File: src/rtl/ex1_bool_fn_pkg.sv
// Shared definitions for the ex1 Boolean function cell.
// Provides the default truth table, the minterm index type and the lookup helper
// used by the top-level combinational path.
package ex1_pkg;

  // Default function: Y = (A & ~B) | (C & D), bit i is Y for {A,B,C,D} == i.
  localparam logic [15:0] DEFAULT_TT = 16'h8F88;

  // Minterm index, {A,B,C,D} with A as the MSB.
  typedef logic [3:0] minterm_t;

  // Select one truth-table bit. An X/Z index yields X, so unknown inputs
  // are not masked on the way to Y.
  function automatic logic tt_lookup(input logic [15:0] tt, input minterm_t idx);
    return tt[idx];
  endfunction

endpackage

File: src/rtl/ex1_bool_fn_if.sv
// Signal bundle for the ex1 Boolean function cell.
// Ports: A..D function inputs; Y combinational output; y_q, idx_q registered
// copies; rise_cnt saturating count of y_q rising edges (CNT_W wide).
interface ex1_bool_fn_if #(
  parameter int CNT_W = 8
);
  import ex1_pkg::*;

  logic             A;
  logic             B;
  logic             C;
  logic             D;
  logic             Y;
  logic             y_q;
  minterm_t         idx_q;
  logic [CNT_W-1:0] rise_cnt;

  // Master drives the function inputs and observes the results.
  modport master (
    output A, B, C, D,
    input  Y, y_q, idx_q, rise_cnt
  );

  // Slave is the function cell itself.
  modport slave (
    input  A, B, C, D,
    output Y, y_q, idx_q, rise_cnt
  );

endinterface

File: src/rtl/ex1_bool_fn_edge_counter.sv
// Rising-edge detector with a saturating event counter.
// Ports: clk, rst_n (sync, active low); y_next is the value the watched
// register takes on this edge; rise_cnt counts 0->1 steps and sticks at all-ones.
module ex1_edge_counter #(
  parameter int CNT_W = 8
) (
  input  logic             clk,
  input  logic             rst_n,
  input  logic             y_next,
  output logic [CNT_W-1:0] rise_cnt
);

  // y_prev tracks the watched register, so comparing it with y_next sees the
  // transition on the same edge the register changes. The count therefore
  // lines up with the registered value instead of trailing it by a cycle.
  logic y_prev;
  logic rise;
  logic sat;

  assign rise = y_next & ~y_prev;
  assign sat  = &rise_cnt;

  always_ff @(posedge clk) begin
    if (!rst_n) begin
      y_prev   <= 1'b0;
      rise_cnt <= '0;
    end else begin
      y_prev <= y_next;
      if (rise && !sat) begin
        rise_cnt <= rise_cnt + CNT_W'(1);
      end
    end
  end

endmodule

File: src/rtl/ex1_bool_fn.sv
// Four-input Boolean function cell: Y = TRUTH_TABLE[{A,B,C,D}] with zero latency.
// Ports: clk, rst_n (sync, active low); bus (slave) carries A..D in and Y, y_q,
// idx_q (one-cycle registered copies) and rise_cnt (saturating y_q rise count) out.
module ex1_bool_fn
  import ex1_pkg::*;
#(
  parameter logic [15:0] TRUTH_TABLE = DEFAULT_TT,
  parameter int          CNT_W       = 8
) (
  input  logic          clk,
  input  logic          rst_n,
  ex1_bool_fn_if.slave  bus
);

  minterm_t idx;

  assign idx = {bus.A, bus.B, bus.C, bus.D};

  // Purely combinational: valid without any clock or reset activity.
  assign bus.Y = tt_lookup(TRUTH_TABLE, idx);

  always_ff @(posedge clk) begin
    if (!rst_n) begin
      bus.y_q   <= 1'b0;
      bus.idx_q <= '0;
    end else begin
      bus.y_q   <= bus.Y;
      bus.idx_q <= idx;
    end
  end

  // Fed with Y, the value y_q is about to take, so rise_cnt updates on the
  // same edge as y_q.
  ex1_edge_counter #(
    .CNT_W (CNT_W)
  ) u_edge_counter (
    .clk      (clk),
    .rst_n    (rst_n),
    .y_next   (bus.Y),
    .rise_cnt (bus.rise_cnt)
  );

endmodule

File: src/flat_wrapper.sv
// flat-port wrapper written by rule: the top's interface ports become plain ports
module ex1_bool_fn_flat import ex1_pkg::*;
#(
  parameter logic [15:0] TRUTH_TABLE = DEFAULT_TT,
  parameter int          CNT_W       = 8
)
  (clk, rst_n, bus_A, bus_B, bus_C, bus_D, bus_Y, bus_y_q, bus_idx_q, bus_rise_cnt);
  ex1_bool_fn_if #(.CNT_W(CNT_W)) bus_i ();
  input  logic clk;
  input  logic rst_n;
  input wire logic [$bits(bus_i.A)-1:0] bus_A;
  input wire logic [$bits(bus_i.B)-1:0] bus_B;
  input wire logic [$bits(bus_i.C)-1:0] bus_C;
  input wire logic [$bits(bus_i.D)-1:0] bus_D;
  output wire logic [$bits(bus_i.Y)-1:0] bus_Y;
  output wire logic [$bits(bus_i.y_q)-1:0] bus_y_q;
  output wire logic [$bits(bus_i.idx_q)-1:0] bus_idx_q;
  output wire logic [$bits(bus_i.rise_cnt)-1:0] bus_rise_cnt;
  assign bus_i.A = bus_A;
  assign bus_i.B = bus_B;
  assign bus_i.C = bus_C;
  assign bus_i.D = bus_D;
  assign bus_Y = bus_i.Y;
  assign bus_y_q = bus_i.y_q;
  assign bus_idx_q = bus_i.idx_q;
  assign bus_rise_cnt = bus_i.rise_cnt;
  ex1_bool_fn #(.TRUTH_TABLE(TRUTH_TABLE), .CNT_W(CNT_W)) u_core (.clk(clk), .rst_n(rst_n), .bus(bus_i));
endmodule
File: config.mk
export PLATFORM = sky130hd
export DESIGN_NAME = ex1_bool_fn_flat
export DESIGN_NICKNAME = d
export VERILOG_FILES = /design/src/rtl/ex1_bool_fn_pkg.sv /design/src/rtl/ex1_bool_fn_if.sv /design/src/rtl/ex1_bool_fn_edge_counter.sv /design/src/rtl/ex1_bool_fn.sv /design/src/flat_wrapper.sv
export SDC_FILE = /design/constraint.sdc
export NUM_CORES = 1
export LEC_CHECK = 0
export ABC_AREA = 1
export CORE_MARGIN = 2
export CORE_UTILIZATION = 38
export CTS_BUF_LIST = sky130_fd_sc_hd__clkbuf_8
export DETAILED_ROUTE_END_ITERATION = 7
export HOLD_SLACK_MARGIN = 0.02
export PLACE_DENSITY = 0.74
export SLEW_MARGIN = 25
export SYNTH_ARGS = -nofsm -noshare
export SYNTH_HDL_FRONTEND = slang
export SYNTH_HIERARCHICAL = 1
export SYNTH_SLANG_ARGS = --single-unit
export TNS_END_PERCENT = 5
File: constraint.sdc
create_clock -name clk -period 2.4 [get_ports clk]
set_clock_uncertainty 0.05 [all_clocks]
set_input_delay 0.48 -clock clk [delete_from_list [all_inputs] [get_ports clk]]
set_output_delay 0.48 -clock clk [all_outputs]
set_load 0.01 [all_outputs]
==> results.py <==
metrics = {
    "clocking": {
        "cts_buffer_depth": 2,
        "cts_htree_levels": 1,
        "clkTransAtPathRegs_ps": 60,
        "numCtsBuffers": 3,
        "ctsHoldBuffers": 0,
        "cts_resized": 0,
        "post_cts.repair.setup_buffers": 0,
        "cts_tree": "yes",
        "root_buffer": "clkbuf_8",
        "insertion_delay_ps": 240,
        "cts.sinks": 14,
    },
    "sta": {
        "setup_ws_ps": 159,
        "final-setup-viol-count": 0,
        "final.min_clock_period_ps": 2240,
        "worstMarginPinSlew_ps": 253,
        "fmax_mhz": 446,
        "slew_violations": 0,
        "min_period_over_period_pct": 93.4,
        "final.setup.tns_ps": 0,
        "rsz0062_at_grt": "no",
        "finalHoldViolCount": 0,
        "max_slew_margin_pct": 83.1,
    },
    "synth": {
        "netlist_area_um2": 637,
        "seq_area_frac_synth_pct": 44.0,
        "synth_top_cells_by_count": "18 x nand2_1, 14 x dfxtp_1, 13 x inv_1, 5 x a21oi_1, 5 x nor2_1",
        "synth_cells": 81,
        "synth_seq_cells": 14,
        "synth_ff_type": "dfxtp_1",
        "ys_types": 19,
        "synth_edf_count": 0,
        "yosysWarnings": 6,
        "yosysMostFrequentCell": "nand2_1",
        "synth_nets": 88,
        "synthTopCellsByArea": "dfxtp_1 44%, nand2_1 11%, inv_1 7.7%",
        "synthArstFlopShare_pct": 0,
        "avgSynthCellArea_um2": 7.86,
        "synth_top_area_share_pct": 44.0,
        "synth.largest_area_cell": "dfxtp_1",
    },
    "global_route": {
        "antenna_found_initial": 0,
        "grt_max_degree": 13,
        "grt_pass1_wl_mm": 2.24,
        "grt_use_total_pct": 15.3,
        "grt_pass1_vias": 578,
        "grt-ovfl-total": 0,
    },
    "worst_setup_path": {
        "crit_path_start_kind": "input pin",
        "regToRegEndpoint": "u_core/u_edge_counter/rise_cnt[5]",
        "path_class": "in2out",
        "r2r_start": "u_core/u_edge_counter/rise_cnt[0]",
        "crit_arrival_ps": 1710,
        "worstPathMaxFanout": 3,
        "crit_start": "bus_D",
        "ff2ff_path_depth": 8,
        "reg2reg_setup_slack_ps": 1000,
        "cp-endpoint": "bus_Y",
        "critPathRequiredTime_ps": 1870,
        "endpoint_kind": "output pin",
    },
    "placed_design": {
        "dp.cells": 116,
        "gp_congestion": 0.798,
        "dpl_worst_slack_ps": 161,
        "hpwlAfterDp_um": 961,
        "io_buffer_count": 19,
    },
    "cells_and_area": {
        "fin_nets": 112,
        "fill_cells": 142,
        "syn_to_final_growth_pct": 41.1,
        "fin_cells": 120,
        "multi_input_area_um2": 293,
        "diodes": 0,
        "seqCellArea_um2": 280,
        "drive_gt1_share_pct": 18.3,
    },
    "routing": {
        "drt-total-wl_mm": 1.25,
        "drtAntennaViolNets": 0,
        "dr.pass1.iters": 3,
        "dr.first_iter.drc_count": 3,
        "viasPerCell": 4.75,
        "dr_total_vias": 570,
        "drc_errors": 0,
        "wl_per_cell_um": 10.4,
    },
    "pwr": {
        "netSwitchingFraction_pct": 21.7,
        "power_frac_seq_pct": 46.2,
        "p_clk_share_pct": 42.8,
        "p_leak_uw": 0.000391,
        "combPwrFrac_pct": 11.1,
        "switchingPower_uw": 116,
        "vdd_ir_drop_max_uv": 576,
        "p_per_area_mw_per_mm2": 594,
        "p_int_uw": 418,
    },
    "floorplan": {
        "io_pins": 20,
        "rows": 14,
        "initial_utilization_pct": 41.3,
        "core_area_mm2": 0.00154,
        "die_y_um": 44.9,
        "die_width_um": 44.9,
        "dieArea_mm2": 0.00202,
    },
    "outcome": {
        "status": "complete, no violations",
    },
    "hold_path": {
        "hp-class": "reg2reg",
    },
    "job": {
        "maxCapViolations": 0,
    },
}
-- cell families after synthesis --
| family | count (synthesis) | synth area share, % |
|---|---|---|
| compound gates | 9 | 9.63 |
| fa+ha+maj | 1 | 1.96 |
| buf+inv | 15 | 10.0 |
| flops | 14 | 44.0 |
| simple gates | 42 | 34.4 |
-- placed cells by master (no fill, tap or decap), types with 3 or more instances in the layout --
cell type,instances
clkdlybuf4s50_1,19
nand2_1,18
dfxtp_1,14
inv_1,13
a21oi_1,5
nor2_1,5
clkbuf_8,4
nand2_2,4
nand3_1,4
nand4_1,3
-- how the worst min path moves through the flow --
| stage | start | end | slack, ps | cells after the start |
|---|---|---|---|---|
| 2_1_floorplan | u_core/u_edge_counter/rise_cnt[1] | u_core/u_edge_counter/rise_cnt[1] | 460 | 2 |
| 3_3_place_gp | u_core/u_edge_counter/rise_cnt[1] | u_core/u_edge_counter/rise_cnt[1] | 430 | 2 |
| 3_5_place_dp | u_core/u_edge_counter/rise_cnt[1] | u_core/u_edge_counter/rise_cnt[1] | 460 | 2 |
| 4_1_cts | u_core/u_edge_counter/rise_cnt[1] | u_core/u_edge_counter/rise_cnt[1] | 470 | 2 |
| 5_1_grt | u_core/u_edge_counter/rise_cnt[1] | u_core/u_edge_counter/rise_cnt[1] | 500 | 2 |
| 6_report | u_core/u_edge_counter/rise_cnt[1] | u_core/u_edge_counter/rise_cnt[1] | 470 | 2 |
-- routing by layer --
layer | global-route usage [%] | share of wire, % | wire length [um]
met1 | 17.3 | 45 | 563
met5 | 0 | 0 | 0
met2 | 24.3 | 45 | 562
met4 | 4.12 | 0.88 | 11
met3 | 9.20 | 8.8 | 110
-- worst max-delay path, stage by stage --
cell	delay, ps
clkdlybuf4s50_1	480
nand2_1	80
nand2_1	120
clkdlybuf4s50_1	550
-- area by class of cell --
type	instances	share of cell area, %
inverter	14	5.85
timing repair buffer	20	22.0
sequential	14	31.2
multi-input combinational	52	32.6
tap	16	2.23
clock buffer	4	6.13
-- metrics by stage --
stage | utilization, % | cell area, um^2 | hold WS (ps) | power [uW]
final | 58.3 | 898 | 466 | 533
after global routing | 58.3 | 898 | 504 | 563
after CTS | 58.3 | 898 | 471 | 541
after detailed placement | 54.7 | 843 | 462 | 311
after global placement | 54.7 | 843 | 435 | 309
after floorplan | - | 637 | 464 | 277
-- registers in the layout, summed over array words and instances (netlist names) --
register and cells:
u_core/u_edge_counter/rise_cnt 8, u_core/u_edge_counter/y_prev 1, u_core/bus.idx_q 4, u_core/bus.y_q 1
-- power by group through the flow --
| stage | clock network [uW] | logic (uW) | registers [uW] |
|---|---|---|---|
| after CTS | 234 | 59.9 | 246 |
| after global routing | 250 | 65.1 | 248 |
| after global placement | 0 | 57.8 | 251 |
| final | 228 | 59.0 | 246 |
| after detailed placement | 0 | 59.3 | 251 |
| after floorplan | 0 | 21.7 | 255 |
No activity file was read; power rests on OpenSTA's default activity.
